==> src/rtl/warp_controller_pkg.sv <==
// Shared types for the warp controller and the register files that watch its state.
// Also supplies the default scalar datapath width when the build does not set one.
`ifndef DATA_WIDTH
`define DATA_WIDTH 32
`endif

package warp_controller_pkg;

  localparam int IMEM_ADDR_WIDTH = 8;

  typedef logic [IMEM_ADDR_WIDTH-1:0] instruction_memory_address_t;

  typedef enum logic [2:0] {
    WARP_IDLE    = 3'd0,
    WARP_FETCH   = 3'd1,
    WARP_DECODE  = 3'd2,
    WARP_REQUEST = 3'd3,
    WARP_WAIT    = 3'd4,
    WARP_EXECUTE = 3'd5,
    WARP_UPDATE  = 3'd6,
    WARP_DONE    = 3'd7
  } warp_state_t;

endpackage

==> src/rtl/warp_controller.sv <==
// Per-warp instruction sequencer: fetch, decode, optional LSU wait, execute, PC update.
// Retires one instruction per UPDATE visit and parks in DONE on a halt.
module warp_controller
  import warp_controller_pkg::*;
#(
  parameter int DATA_WIDTH  = `DATA_WIDTH,
  parameter int INSTR_WIDTH = 32
) (
  input  logic                        clk,
  input  logic                        reset,
  input  logic                        enable,
  input  logic                        start,
  input  instruction_memory_address_t start_pc,
  output logic                        fetch_req,
  input  logic                        fetch_valid,
  input  logic [INSTR_WIDTH-1:0]      fetch_data,
  output logic [INSTR_WIDTH-1:0]      instruction,
  input  logic                        decoded_mem_read,
  input  logic                        decoded_mem_write,
  input  logic                        decoded_halt,
  input  logic                        lsu_done,
  input  logic                        branch_taken,
  input  instruction_memory_address_t branch_target,
  output warp_state_t                 warp_state,
  output instruction_memory_address_t pc,
  output logic [DATA_WIDTH-1:0]       retired_count,
  output logic                        done
);

  warp_state_t                 state_q, state_d;
  instruction_memory_address_t pc_q, pc_d;
  logic [INSTR_WIDTH-1:0]      instr_q, instr_d;
  logic [DATA_WIDTH-1:0]       retired_q, retired_d;

  // With enable low every register keeps its value, so all inputs are ignored.
  always_comb begin
    state_d   = state_q;
    pc_d      = pc_q;
    instr_d   = instr_q;
    retired_d = retired_q;
    if (enable) begin
      case (state_q)
        WARP_IDLE: begin
          if (start) begin
            state_d   = WARP_FETCH;
            pc_d      = start_pc;
            retired_d = '0;
          end
        end
        WARP_FETCH: begin
          if (fetch_valid) begin
            instr_d = fetch_data;
            state_d = WARP_DECODE;
          end
        end
        WARP_DECODE:  state_d = WARP_REQUEST;
        WARP_REQUEST: state_d = (decoded_mem_read || decoded_mem_write) ? WARP_WAIT : WARP_EXECUTE;
        WARP_WAIT: begin
          if (lsu_done) state_d = WARP_EXECUTE;
        end
        WARP_EXECUTE: state_d = WARP_UPDATE;
        WARP_UPDATE: begin
          retired_d = retired_q + DATA_WIDTH'(1);
          if (decoded_halt) begin
            state_d = WARP_DONE;
          end else begin
            pc_d    = branch_taken ? branch_target : pc_q + instruction_memory_address_t'(1);
            state_d = WARP_FETCH;
          end
        end
        WARP_DONE: begin
          if (!start) state_d = WARP_IDLE;
        end
        default: state_d = WARP_IDLE;
      endcase
    end
  end

  always_ff @(posedge clk or negedge reset) begin
    if (!reset) begin
      state_q   <= WARP_IDLE;
      pc_q      <= '0;
      instr_q   <= '0;
      retired_q <= '0;
    end else begin
      state_q   <= state_d;
      pc_q      <= pc_d;
      instr_q   <= instr_d;
      retired_q <= retired_d;
    end
  end

  assign fetch_req     = enable && (state_q == WARP_FETCH);
  assign done          = (state_q == WARP_DONE);
  assign warp_state    = state_q;
  assign pc            = pc_q;
  assign instruction   = instr_q;
  assign retired_count = retired_q;

endmodule

==> config.mk <==
export PLATFORM = sky130hd
export DESIGN_NAME = warp_controller
export DESIGN_NICKNAME = d
export VERILOG_FILES = /design/src/rtl/warp_controller_pkg.sv /design/src/rtl/warp_controller.sv
export SDC_FILE = /design/constraint.sdc
export NUM_CORES = 1
export LEC_CHECK = 0
export ABC_AREA = 1
export BUFFER_PORTS_ARGS = -buffer_cell sky130_fd_sc_hd__buf_2
export CORE_MARGIN = 2
export CORE_UTILIZATION = 51
export DETAILED_ROUTE_END_ITERATION = 7
export PLACE_DENSITY = 0.88
export RECOVER_POWER = 100
export SYNTH_ARGS = -nofsm -noshare
export SYNTH_HDL_FRONTEND = slang
export SYNTH_SLANG_ARGS = --single-unit
==> constraint.sdc <==
create_clock -name clk -period 2 [get_ports clk]
set_input_delay 0.1 -clock clk [delete_from_list [all_inputs] [get_ports clk]]
set_output_delay 0.1 -clock clk [all_outputs]
set_load 0.005 [all_outputs]
## Yosys cells after proc, flatten, opt, wreduce, memory -nomap -nowiden

Cells that the tools add are included.

- Add/sub/neg operators: 2
- Eq/ne operators: 12
- Multiplexer cells: 13
- Reduce and logical (&&, ||, !) cells: 8

Operator list:

| kind | count |
|---|---|
| case mux 32 bit (2 select lines) | 1 |
| adder 32 x 1 -> 32 bit (second input constant) | 1 |
| 2-to-1 mux 32 bit | 1 |
| 2-to-1 mux 8 bit | 3 |
| case mux 3 bit (8 select lines) | 1 |
| case mux 8 bit (2 select lines) | 1 |
| 2-to-1 mux 3 bit | 5 |
| == test 3 bit (second input constant) | 4 |
| != test 2 bit (second input constant) | 5 |
| adder 8 x 1 -> 8 bit (second input constant) | 1 |
| == test 3 x 2 -> 1 bit (second input constant) | 2 |
| AND reduction 3 bit | 2 |
| AND reduction 5 bit | 1 |
| AND reduction 4 bit | 1 |
| == test 3 x 1 -> 1 bit (second input constant) | 1 |
| logical NOT 3 bit | 1 |
| nonzero test 2 bit | 1 |
| logical AND 1 bit | 1 |
| logical OR 1 bit | 1 |
| 2-to-1 mux 1 bit | 1 |

- Register bits: 75
- Input port bits: 58
- Output and inout port bits: 77
- Logic and storage cells: 39

## Depth between registers and ports, before layout

- Depth in word-level cells: 4
- Mapped depth: 9
- Mapped depth without buffers: 9

## Worst setup path before layout

OpenSTA, ideal clock, no wires.

- Path kind: register to register
- From: register state_q[1], in the netlist warp_state[1]
- To: register retired_q[17], in the netlist retired_count[17]
- Setup time: 0.119 ns
- Arrival: 1.362 ns
- Required time: 1.881 ns
- Path slack: 0.519 ns
- Cell stages (with the launch flop): 10
- Path buffers: 1
- Clock period less this slack: 1.481 ns
- Cells stage by stage: dfrtp_1 -> nor2_2 -> nand2_1 -> nand2_1 -> nand3_4 -> inv_2 -> buf_6 -> nand3_1 -> nand2_1 -> nor2_1

- Cells in the longest elaborated chain, start to end: 3
- Elaborated cells between the ends (all ways): 6
- Classes of those cells: eq/ne (2); mux (1); reduce/logical (3)

Ends and longest elaborated chain:

| element | line | source |
|---|---|---|
| start, declared | warp_controller.sv:30 | `warp_state_t state_q, state_d;` |
| start signal, assigned | warp_controller.sv:86 | `state_q <= state_d;` |
| == test 3 bit or logical NOT 3 bit (tied branches) | warp_controller.sv:42 | `case (state_q)` |
| nonzero test 2 bit (no source line) or != test 2 bit (tied branches) | -- |  |
| AND reduction 3 bit (no source line) | -- |  |
| end signal, assigned | warp_controller.sv:89 | `retired_q <= retired_d;` |
| end, declared | warp_controller.sv:33 | `logic [DATA_WIDTH-1:0] retired_q, retired_d;` |

Parallel ways exist; a longest one is shown, timed or not.
A chain may end at the register's enable or synchronous reset.

## Worst setup path in the final report

- From: register state_q[1], in the netlist warp_state[1]
- To: register retired_q[12], in the netlist retired_count[12]

The elaborated chain is that of the path after synthesis.

==> run_results.csv <==
group,metric,value,unit
clock_network,cts_tree,"done",
grt,grt_pass1_wl,20.1,mm
sta,rsz0062_at_grt,"no",
grt,antenna_found_initial,0,
synth,syn-num-nets,638,
synth,synthDistinctLibCells,29,
synth,ys_seq_area_frac,0.461,
synth,postSynthAreaPerCell,7.05,um^2
synth,synth_top_cell_by_area,"dfrtp_1",
clock_network,cts.sinks,75,
pwr,design_power_total,5.44,mW
layout,antenna_cells,0,
sta,drv_slew,0,
detailed_routing,vias_per_cell,5.32,
grt,grt_overflow_total,0,
placement,portBuffers,134,
clock_network,root_buffer,"clkbuf_8",
clock_network,htree_levels,3,
sta,fin_skew,9.00,ps
floorplanning,core-area,7730,um^2
sta,clock.fmax,0.536,GHz
detailed_routing,drt_wl_total,12.1,mm
layout,syn2layout_area_growth,32.0,%
sta,fin_tns_setup,0,ps
detailed_routing,vias,4567,
sta,setup_viol,0,
detailed_routing,drcViolationCount,0,
sta,min_period,1870,ps
run,drv_cap,0,
placement,dp_hpwl,7.90,mm
sta,hold_viol_final,0,
detailed_routing,drt_iter0_drc,351,
floorplanning,ios,135,
synth,async_reset_ff_frac,1.00,
clock_network,clkTransAtPathRegs,80,ps
floorplanning,die_x,93.4,um
sta,relSlewSlack,0.256,
min_path,min_from,"fetch_data[26]",
pwr,power_density,1010,nW/um^2
synth,synth_edf_count,0,
grt,grtUsageTotal,0.289,
run_status,status,"finished, final reports clean",
critical_path,worst_setup_path_end_kind,"register",
synth,postSynthCellCount,578,
critical_path,r2r-start,"warp_state[1]",
clock_network,numCtsBuffers,9,
detailed_routing,wire_per_inst,14.1,um
synth,ys.flop_type,"dfrtp_1",
layout,drive_above_1_share,0.174,
clock_network,clock_path_buffers,2,
critical_path,crit_required,2270,ps
critical_path,crit_start,"warp_state[1]",
synth,yosys_warnings,0,
synth,ys_seq_elements,75,
sta,tightest_slew,1120,ps
min_path,hp-class,"in -> reg",
pwr,vdd_drop_max,0.000691,V
sta,fin_crit_sh,0.933,
pwr,leakage,2.70,nW
floorplanning,initial_utilization,0.527,
grt,grt_pass1_vias,4446,
floorplanning,fp.dieH,93.4,um
synth,synth_area_leaders,"dfrtp_1, nand2_1, nor2_1",
detailed_routing,drtPass1Iterations,6,
layout,nNetsFinal,813,
detailed_routing,drtAntennaViolNets,0,
critical_path,start_kind,"register",
placement,routabilityCongestion,0.953,
synth,yosysTopAreaCellShare,0.461,
floorplanning,die_area,8720,um^2
critical_path,crit_type,"reg -> reg",
critical_path,arrival,2130,ps
clock_network,clock_latency,350,ps
synth,syn_area,4080,um^2
floorplanning,fp-row-count,32,
grt,grt_max_degree,58,
critical_path,crit_fanout,18,
[power by group]
part           leakage, nW  internal (mW)  switching (mW)
registers            0.974           1.94           0.348
logic                 1.62          0.737            1.12
clock network        0.109          0.700           0.597
[cell families (layout without fill, tap and decap cells)]
family,Yosys count,in the layout,share of synthesized area
and+or+nand+nor,395,395,0.408
DFF,75,75,0.461
buffers and inverters,54,233,0.0550
AOI/OAI and AO/OA,46,46,0.0574
xor gates and xnor gates,6,6,0.0129
adders and majority gates,2,2,0.00614
[per-layer routing]
layer | track usage | part of all wire | vias up
li1 | - | - | 2190
met1 | 0.366 | 0.41 | 2110
met2 | 0.480 | 0.49 | 220
met3 | 0.0475 | 0.062 | 47
met4 | 0.138 | 0.036 | 0
met5 | 0 | 0 | -
[metrics by stage]
stage | hold WS (ps) | setup WS, ps | std cells | cell area [um^2] | utilization
final | 10.2 | 134 | 859 | 5380 | 0.696
after global routing | 14.8 | 18.9 | 859 | 5380 | 0.696
after CTS | 1.20 | 81.7 | 853 | 5410 | 0.700
after detailed placement | 84.5 | 147 | 805 | 4860 | 0.629
after global placement | 80.0 | 221 | 805 | 4860 | 0.629
after floorplan | -196 | 519 | 578 | 4080 | -
[sequential cells by signal (all words and copies together) (netlist names)]
signal         count
retired_count     32
warp_state         3
pc                 8
instruction       32
[synthesized netlist by cell type (2+ instances only)]
library cell	number
a31oi_1	3
inv_1	31
xor2_1	4
clkbuf_1	5
o21ai_0	17
a21oi_1	19
inv_2	5
nor2_1	95
buf_2	8
nand3_1	61
nand3_2	3
xnor2_1	2
nor3_1	5
o21ai_1	7
nor2_2	4
nand4_1	12
dfrtp_1	75
clkinv_1	2
ha_1	2
nand2_1	209
[area by class of cell]
cell class	instances	area, um^2
inverters	38	143
clock buffers	9	124
well taps	102	128
repair buffers	180	1050
flip-flops and latches	75	1880
fillers	655	2350
clock inverters	6	91.3
multi-input cells	449	1970
[final timing paths]
check | slack (ps) | endpoint | cells after the start
worst min register to register | 470 | instruction[3] | 2
worst max-delay path | 130 | retired_count[12] | 8
min in group asynchronous | 480 | instruction[4] | 2
worst min-delay path | 10 | instruction[26] | 3
max in group asynchronous | 440 | retired_count[29] | 3
worst max register to register | 130 | retired_count[12] | 8
[layout by cell type (no fill, tap or decap), drive strengths merged]
cell type	instances
a21oi	19
a31oi	3
and2	1
buf	103
bufinv	2
clkbuf	53
clkinv	6
dfrtp	75
dlygate4sd3	33
ha	2
inv	36
nand2	210
nand3	65
nand3b	1
nand4	12
nor2	100
nor3	5
nor3b	1
o21ai	24
xnor2	2
xor2	4
[repair_timing]
action                                  in CTS  in global routing
hold endpoints to repair                    50                  0
endpoints found under the setup margin       0                  7
buffers inserted                             0                  6
hold buffers                                33                  0
gates resized for setup                      0                  1
[critical path, cell delays in order (launching register included)]
cell and delay [ps]:
dfrtp_1 470, nor2_2 220, nand2_1 90, nand2_1 110, nand3_4 190, inv_2 160, buf_4 250, nand4_1 150
o21ai_1 140
(Power assumes the default switching activity.)
